<file path="src/rtl/uart_tx_arb.sv">
`default_nettype none
// ============================================================================
// Module      : uart_tx_arb
// Description : 8N1 UART transmitter shared by two requesters, round-robin on ties.
// Revision    : 1.0 - initial release
// ============================================================================
module uart_tx_arb #(
    parameter logic [31:0] DEFAULT_DIV = 32'd106
) (
    input  logic        clk,
    input  logic        reset,
    input  logic        cfg_div_we,
    input  logic [31:0] cfg_div_di,
    output logic [31:0] cfg_div_do,
    input  logic        req0_valid,
    input  logic [7:0]  req0_data,
    output logic        req0_ready,
    input  logic        req1_valid,
    input  logic [7:0]  req1_data,
    output logic        req1_ready,
    output logic        ser_tx,
    output logic        busy,
    output logic        last_grant
);

    localparam logic [1:0]  c_st_idle  = 2'd0;
    localparam logic [1:0]  c_st_start = 2'd1;
    localparam logic [1:0]  c_st_data  = 2'd2;
    localparam logic [1:0]  c_st_stop  = 2'd3;
    localparam logic [31:0] c_min_div  = 32'd2;

    logic [1:0]  r_state;
    logic [1:0]  w_state_next;
    logic [31:0] r_div;
    logic [31:0] r_div_eff;
    logic [9:0]  r_shift;
    logic [2:0]  r_bit_cnt;
    logic [31:0] r_cnt;
    logic        r_last_grant;
    logic        w_grant_any;
    logic        w_grant_idx;
    logic        w_bit_end;
    logic [7:0]  w_data_sel;

    always_ff @(posedge clk) begin
        if (reset) begin
            r_state <= c_st_idle;
        end else begin
            r_state <= w_state_next;
        end
    end

    // Reset gates the grant so neither ready rises during the reset cycle.
    always_comb begin
        w_grant_any  = 1'b0;
        w_grant_idx  = r_last_grant;
        w_state_next = r_state;
        w_bit_end    = (r_cnt == (r_div_eff - 32'd1));
        if ((r_state == c_st_idle) && !reset) begin
            if (req0_valid && req1_valid) begin
                w_grant_any = 1'b1;
                w_grant_idx = ~r_last_grant;
            end else if (req0_valid) begin
                w_grant_any = 1'b1;
                w_grant_idx = 1'b0;
            end else if (req1_valid) begin
                w_grant_any = 1'b1;
                w_grant_idx = 1'b1;
            end
        end
        case (r_state)
            c_st_idle:  if (w_grant_any) w_state_next = c_st_start;
            c_st_start: if (w_bit_end) w_state_next = c_st_data;
            c_st_data:  if (w_bit_end && (r_bit_cnt == 3'd7)) w_state_next = c_st_stop;
            c_st_stop:  if (w_bit_end) w_state_next = c_st_idle;
            default:    w_state_next = c_st_idle;
        endcase
    end

    assign w_data_sel = w_grant_idx ? req1_data : req0_data;

    // The divider is snapshotted at acceptance so later writes only affect the next frame.
    always_ff @(posedge clk) begin
        if (reset) begin
            r_div        <= DEFAULT_DIV;
            r_div_eff    <= c_min_div;
            r_shift      <= '1;
            r_bit_cnt    <= 3'd0;
            r_cnt        <= 32'd0;
            r_last_grant <= 1'b1;
        end else begin
            if (cfg_div_we) begin
                r_div <= cfg_div_di;
            end
            if (r_state == c_st_idle) begin
                r_cnt     <= 32'd0;
                r_bit_cnt <= 3'd0;
                if (w_grant_any) begin
                    r_shift      <= {1'b1, w_data_sel, 1'b0};
                    r_last_grant <= w_grant_idx;
                    r_div_eff    <= (r_div < c_min_div) ? c_min_div : r_div;
                end
            end else if (w_bit_end) begin
                r_cnt   <= 32'd0;
                r_shift <= {1'b1, r_shift[9:1]};
                if (r_state == c_st_data) begin
                    r_bit_cnt <= r_bit_cnt + 3'd1;
                end
            end else begin
                r_cnt <= r_cnt + 32'd1;
            end
        end
    end

    assign req0_ready = w_grant_any && !w_grant_idx;
    assign req1_ready = w_grant_any &&  w_grant_idx;
    assign ser_tx     = (r_state == c_st_idle) ? 1'b1 : r_shift[0];
    assign busy       = (r_state != c_st_idle);
    assign last_grant = r_last_grant;
    assign cfg_div_do = r_div;

endmodule
`default_nettype wire

</file>
<file path="config.mk">
export PLATFORM = sky130hd
export DESIGN_NAME = uart_tx_arb
export DESIGN_NICKNAME = d
export VERILOG_FILES = /design/src/rtl/uart_tx_arb.sv
export SDC_FILE = /design/constraint.sdc
export NUM_CORES = 1
export LEC_CHECK = 0
export ABC_AREA = 1
export BUFFER_PORTS_ARGS = -buffer_cell sky130_fd_sc_hd__buf_2
export CAP_MARGIN = 25
export CORE_ASPECT_RATIO = 1.1
export CORE_UTILIZATION = 39
export DETAILED_ROUTE_END_ITERATION = 8
export GPL_ROUTABILITY_DRIVEN = 0
export PLACE_DENSITY = 0.68
export SLEW_MARGIN = 20
export SYNTH_ARGS = -nofsm -noshare
export SYNTH_HDL_FRONTEND = slang
export SYNTH_SLANG_ARGS = --single-unit
export TNS_END_PERCENT = 10
</file>
<file path="constraint.sdc">
create_clock -name clk -period 2.46 [get_ports clk]
set_input_delay 0.246 -clock clk [delete_from_list [all_inputs] [get_ports clk]]
set_output_delay 0.246 -clock clk [all_outputs]
set_load 0.03 [all_outputs]
</file>
## Word level (Yosys, flattened, before mapping)

Index checks and enable logic that the tools add are counted.

| cells by class | value |
|---|---|
| bitwise logic cells | 1 |
| add/sub/neg operators | 3 |
| muxes and demuxes | 19 |
| order comparisons | 1 |
| divide/modulo/power cells | 0 |
| reduce and logical (&&, ||, !) cells | 16 |
| eq/ne operators | 9 |
| shifts and indexed selects | 0 |
| multipliers | 0 |

Operator list:

| operator | number |
|---|---|
| adder 32 x 1 -> 32 bit, second input constant | 1 |
| == test 32 bit | 1 |
| < comparator 32 x 2 -> 1 bit, second input constant | 1 |
| two-way mux 32 bit | 1 |
| subtractor 32 x 1 -> 32 bit, second input constant | 1 |
| two-way mux 10 bit | 3 |
| two-way mux 1 bit | 9 |
| two-way mux 2 bit | 4 |
| two-way mux 8 bit | 1 |
| inequality test 2 bit, second input constant | 4 |
| case mux 2 bit (4 select lines) | 1 |
| AND reduction 2 bit | 3 |
| logical AND 1 bit | 5 |
| == test 2 bit, second input constant | 2 |
| AND reduction 4 bit | 1 |
| nonzero test 2 bit | 2 |
| adder 3 x 1 -> 3 bit, second input constant | 1 |
| == test 3 bit, second input constant | 1 |
| OR reduction 3 bit | 1 |
| == test 2 x 1 -> 1 bit, second input constant | 1 |
| logical NOT 1 bit | 2 |
| logical NOT 2 bit | 1 |
| OR reduction 2 bit | 1 |
| inverter 1 bit | 1 |

| storage, ports and cells | value |
|---|---|
| bits in latches | 0 |
| word-level logic and storage cells | 56 |
| memories kept | 0 |
| RAM bits | 0 |
| memory bits (read-only) | 0 |
| output and inout bits | 37 |
| register bits | 112 |
| bits of input ports | 53 |

## Depth between registers and ports, before layout

| depth | value |
|---|---|
| word-level depth | 7 |
| mapped depth | 20 |
| mapped depth without buffers | 20 |

## Worst setup path before layout

OpenSTA, ideal clock, no wires.

| timing | value |
|---|---|
| kind | register to output |
| start | register r_state[0] |
| end | output port req0_ready |
| required time | 2.214 ns |
| path buffers | 3 |
| data arrival time | 2.182 ns |
| setup slack | 0.032 ns |
| stages on the path, launching flop included | 14 |
| path through | dfxtp_1 > inv_1 > ha_1 > buf_2 > inv_1 > nor2_1 > inv_1 > nor2_1 > inv_1 > nand2_1 > clkbuf_1 > clkbuf_1 > nand2_1 > inv_1 |

| between the ends | value |
|---|---|
| cells in the longest elaborated chain, start to end | 5 |
| elaborated cells between the ends (all ways) | 6 |
| those cells by class | mux: 2; reduce/logical: 4 |

RTL lines:

| element | RTL line | source |
|---|---|---|
| from (decl) | 32 | `logic [1:0] r_state;` |
| from (signal assigned) | 47 | `r_state <= c_st_idle;` |
| from (signal assigned) | 49 | `r_state <= w_state_next;` |
| logical NOT 2 bit (*) | 59 | `if ((r_state == c_st_idle) && !reset) begin` |
| logical AND 1 bit (*) | 59 |  |
| two-way mux 1 bit | 59 |  |
| logical NOT 1 bit | 115 | `assign req0_ready = w_grant_any && !w_grant_idx;` |
| logical AND 1 bit (*) | 115 |  |
| to (decl) | 17 | `output logic req0_ready,` |

Mark *: on every way between the ends. The rest lies on a longest branch, timed or not.

## Worst setup path in the final report

Ends and elaborated chain as after synthesis.

==> results.txt <==
sequential share of the synthesized area: 0.370
register bit count reported by yosys: 111
Critical Path Sink Type: primary output
sw frac: 0.420
Internal Power: 3.75 mW
Post-synth ARST share: 0
Most used DFF post-synth: dfxtp_1
clock sinks: 111
first-pass GRT wire length: 25400 µm
drt first pass iters: 5
pre-CTS setup slack: 0.0371 ns
Die ar.: 0.0159 mm²
Final Non-Filler Cells: 1193
worst hold start: cfg_div_di[3]
CTS buffer count: 9
Period minus WS final: 2.33 ns
compound-gate portion of the synthesized area: 0.152
Crit Path Max Fanout: 21
number of synthesized flops with an enable pin: 0
post-DR vias/cell: 5.01
CTS Buffer Depth: 2
RSZ-0062 raised after global routing: true
fin crit share: 0.945
dominant cell type by area after synthesis: dfxtp_1
die width: 120 µm
Flop pwr share: 0.357
startpoint types: flip-flop
Syn Area/Cell: 6.73 µm²
Maximum Capacitance Violations: 0
Max Fclk: 430 MHz
Logic pwr share: 0.413
PD cells: 876 mW/mm²
Overflow after GRT: 0
Post-DP HPWL: 11900 µm
Diodes inserted: 0
Post-Synth Adder-Cell Area: 0.0167
Fin. Hold Viols: 0
Total Wirelength: 15700 µm
Reg-to-Reg Start: r_div_eff[1]
# port buffers: 89
largest family of logic cells by synthesized area: simple AND/OR/NAND/NOR gates
Fillers: 1578
post-synth cell types: 41
slew at the pin closest to its max-slew limit: 0.488 ns
Layout area overhead: 22.7%
commonest cells after routing, fill and taps aside: nand2_1 (178), nor2_1 (107), dfxtp_1 (102)
post-synthesis share of cell area spent on xor and xnor gates: 0.0466
gr usage total: 0.198
Area contributors post-synth: dfxtp_1 (37%), nand2_1 (11%), nor2_1 (7.9%)
Via Count: 5972
Slew Limit Fails: 0
setup TNS: 0 ns
DP Cell Count: 1169
critical path class: flip-flop to primary output
final setup fails: 0
Finished Core Util: 0.490
slack of the critical path: 0.134 ns
worst path required time: 2.21 ns
I/O pin count: 90
starting DRC count in detailed routing: 311
CTS tree: yes
wire per inst: 13.2 µm
H-tree depth: 3
Leak Pwr: 3.36 nW
Antenna Nets Post-Route: 0
synth warn: 0
Max VDD drop: 0.492 mV
Worst Hold Class: input port to flip-flop
Core Box Area: 0.0151 mm²
clock latency on the worst-skew pair: 0.36 ns
mapped cell area: 0.00601 mm²
area share of the largest cell type after synthesis: 0.370
CP startpoint: r_state[0]
CTS Hold Buffers Added: 0
CP arrival: 2.08 ns
Slew headroom: 0.671
worst clock skew: 0.0113 ns
layout cells sized above 1: 0.224
Starting Density: 0.399
most common cell after layout, fill and taps aside: nand2_1
net switching power: 2.71 mW
Net Count, Synth: 954
vias in the first global route: 5426
Clock Root Buffer: clkbuf_16
run status: finished, final reports clean
DRC Markers: 0
Cells after Synth: 893
Post-Synth Simple-Gate Area: 0.328
clk slew on worst S/H paths: 0.08 ns
Rows: 47
die height: 132 µm
initial antenna violation count: 0
largest net degree at the start of global routing: 60
Clk pwr share: 0.230
post-synthesis mux area share: 0
final net count: 1053
## sequential cells by signal, indices dropped and copies added, names as in the netlist
signal	count
cfg_div_do	32
last_grant	1
r_cnt	32
r_div_eff	32
r_bit_cnt	3
r_state	2
r_shift	9
## cell usage after synthesis (2+ instances only)
| cell | instances |
|---|---|
| buf_2 | 3 |
| nand4_2 | 2 |
| nand2_1 | 183 |
| or2_2 | 6 |
| nor4_1 | 4 |
| clkbuf_1 | 21 |
| dfxtp_1 | 111 |
| a211oi_1 | 3 |
| nand2_2 | 5 |
| nand3_1 | 48 |
| ha_1 | 8 |
| o2111ai_1 | 7 |
| o21ai_1 | 4 |
| nand3b_1 | 5 |
| nor3_1 | 11 |
| and2_1 | 2 |
| nand4_1 | 14 |
| nor3_2 | 2 |
| nand2_4 | 2 |
| inv_1 | 104 |
| nor3b_2 | 5 |
| nor2_1 | 126 |
| clkinv_1 | 2 |
| xor2_1 | 18 |
| a21oi_1 | 74 |
| a211oi_2 | 2 |
| inv_2 | 4 |
| nor2_2 | 10 |
| o21ai_0 | 79 |
| nor2_4 | 3 |
| nand3_2 | 2 |
| xnor2_1 | 14 |
## per-layer routing
| metal | share of wire | vias up | GRT usage |
|---|---|---|---|
| li1 | - | 3089 | - |
| met1 | 0.47 | 2720 | 0.260 |
| met2 | 0.48 | 151 | 0.337 |
| met3 | 0.040 | 12 | 0.0307 |
| met4 | 0.011 | 0 | 0.0514 |
| met5 | 0 | - | 0 |
## worst max-delay path, cell delays in order, from the launching register on
cell and delay (ns):
dfxtp_1 0.34, inv_1 0.09, ha_1 0.18, inv_1 0.11, nor2_2 0.13, inv_1 0.07, nor2_2 0.14, inv_1 0.10
nand2_4 0.13, buf_12 0.16, nand2_1 0.06, inv_1 0.05, clkbuf_4 0.17
## timing repair
item / 4_1_cts / 5_1_grt
endpoints found under the setup margin: 2 / 48
gates resized for setup: 4 / 70
pin swaps: 0 / 21
gates cloned: 0 / 2
setup buffers: 0 / 6
## final cells by class
class | instances | area [µm²] | area share
clock buffer | 10 | 239 | 0.0324
clock inverter | 6 | 67.6 | 0.00916
inverter | 110 | 415 | 0.0563
multi-input combinational | 646 | 3460 | 0.470
sequential | 111 | 2240 | 0.303
tap | 196 | 245 | 0.0333
timing repair buffer | 114 | 707 | 0.0959
## kinds of logic (layout without fill, tap and decap cells)
kind of cell / count (synthesis) / count (layout)
flip-flops: 111 / 111
adder cells (fa/ha/maj): 8 / 8
XOR/XNOR: 32 / 32
AO/OA/AOI/OAI: 172 / 172
buffers and inverters: 136 / 240
AND/OR/NAND/NOR: 434 / 434
## worst paths after layout
check,to,slack (ns),cells past startpoint
setup reg to reg,r_cnt[29],0.14,14
hold reg to reg,r_cnt[0],0.46,1
setup / recovery,req0_ready,0.13,12
hold / removal,cfg_div_do[3],0.10,3
## per-stage QoR
stage               instance area [µm²]  power, mW  hold WS (ns)
finish                             7370       6.46         0.101
CTS                                7070       6.17        0.0930
global route                       7370       6.89         0.110
detailed placement                 6760       4.67         0.444
floorplan                          6010       4.00         0.372
global placement                   6760       4.64         0.450
## power groups by stage
| stage | logic, mW | registers [mW] | clock network [mW] |
|---|---|---|---|
| 2_1_floorplan | 1.69 | 2.31 | 0 |
| 3_3_place_gp | 2.33 | 2.31 | 0 |
| 3_5_place_dp | 2.35 | 2.31 | 0 |
| 4_1_cts | 2.38 | 2.27 | 1.51 |
| 5_1_grt | 2.98 | 2.33 | 1.58 |
| 6_report | 2.67 | 2.31 | 1.49 |
Power figures use the tool's default switching activity.
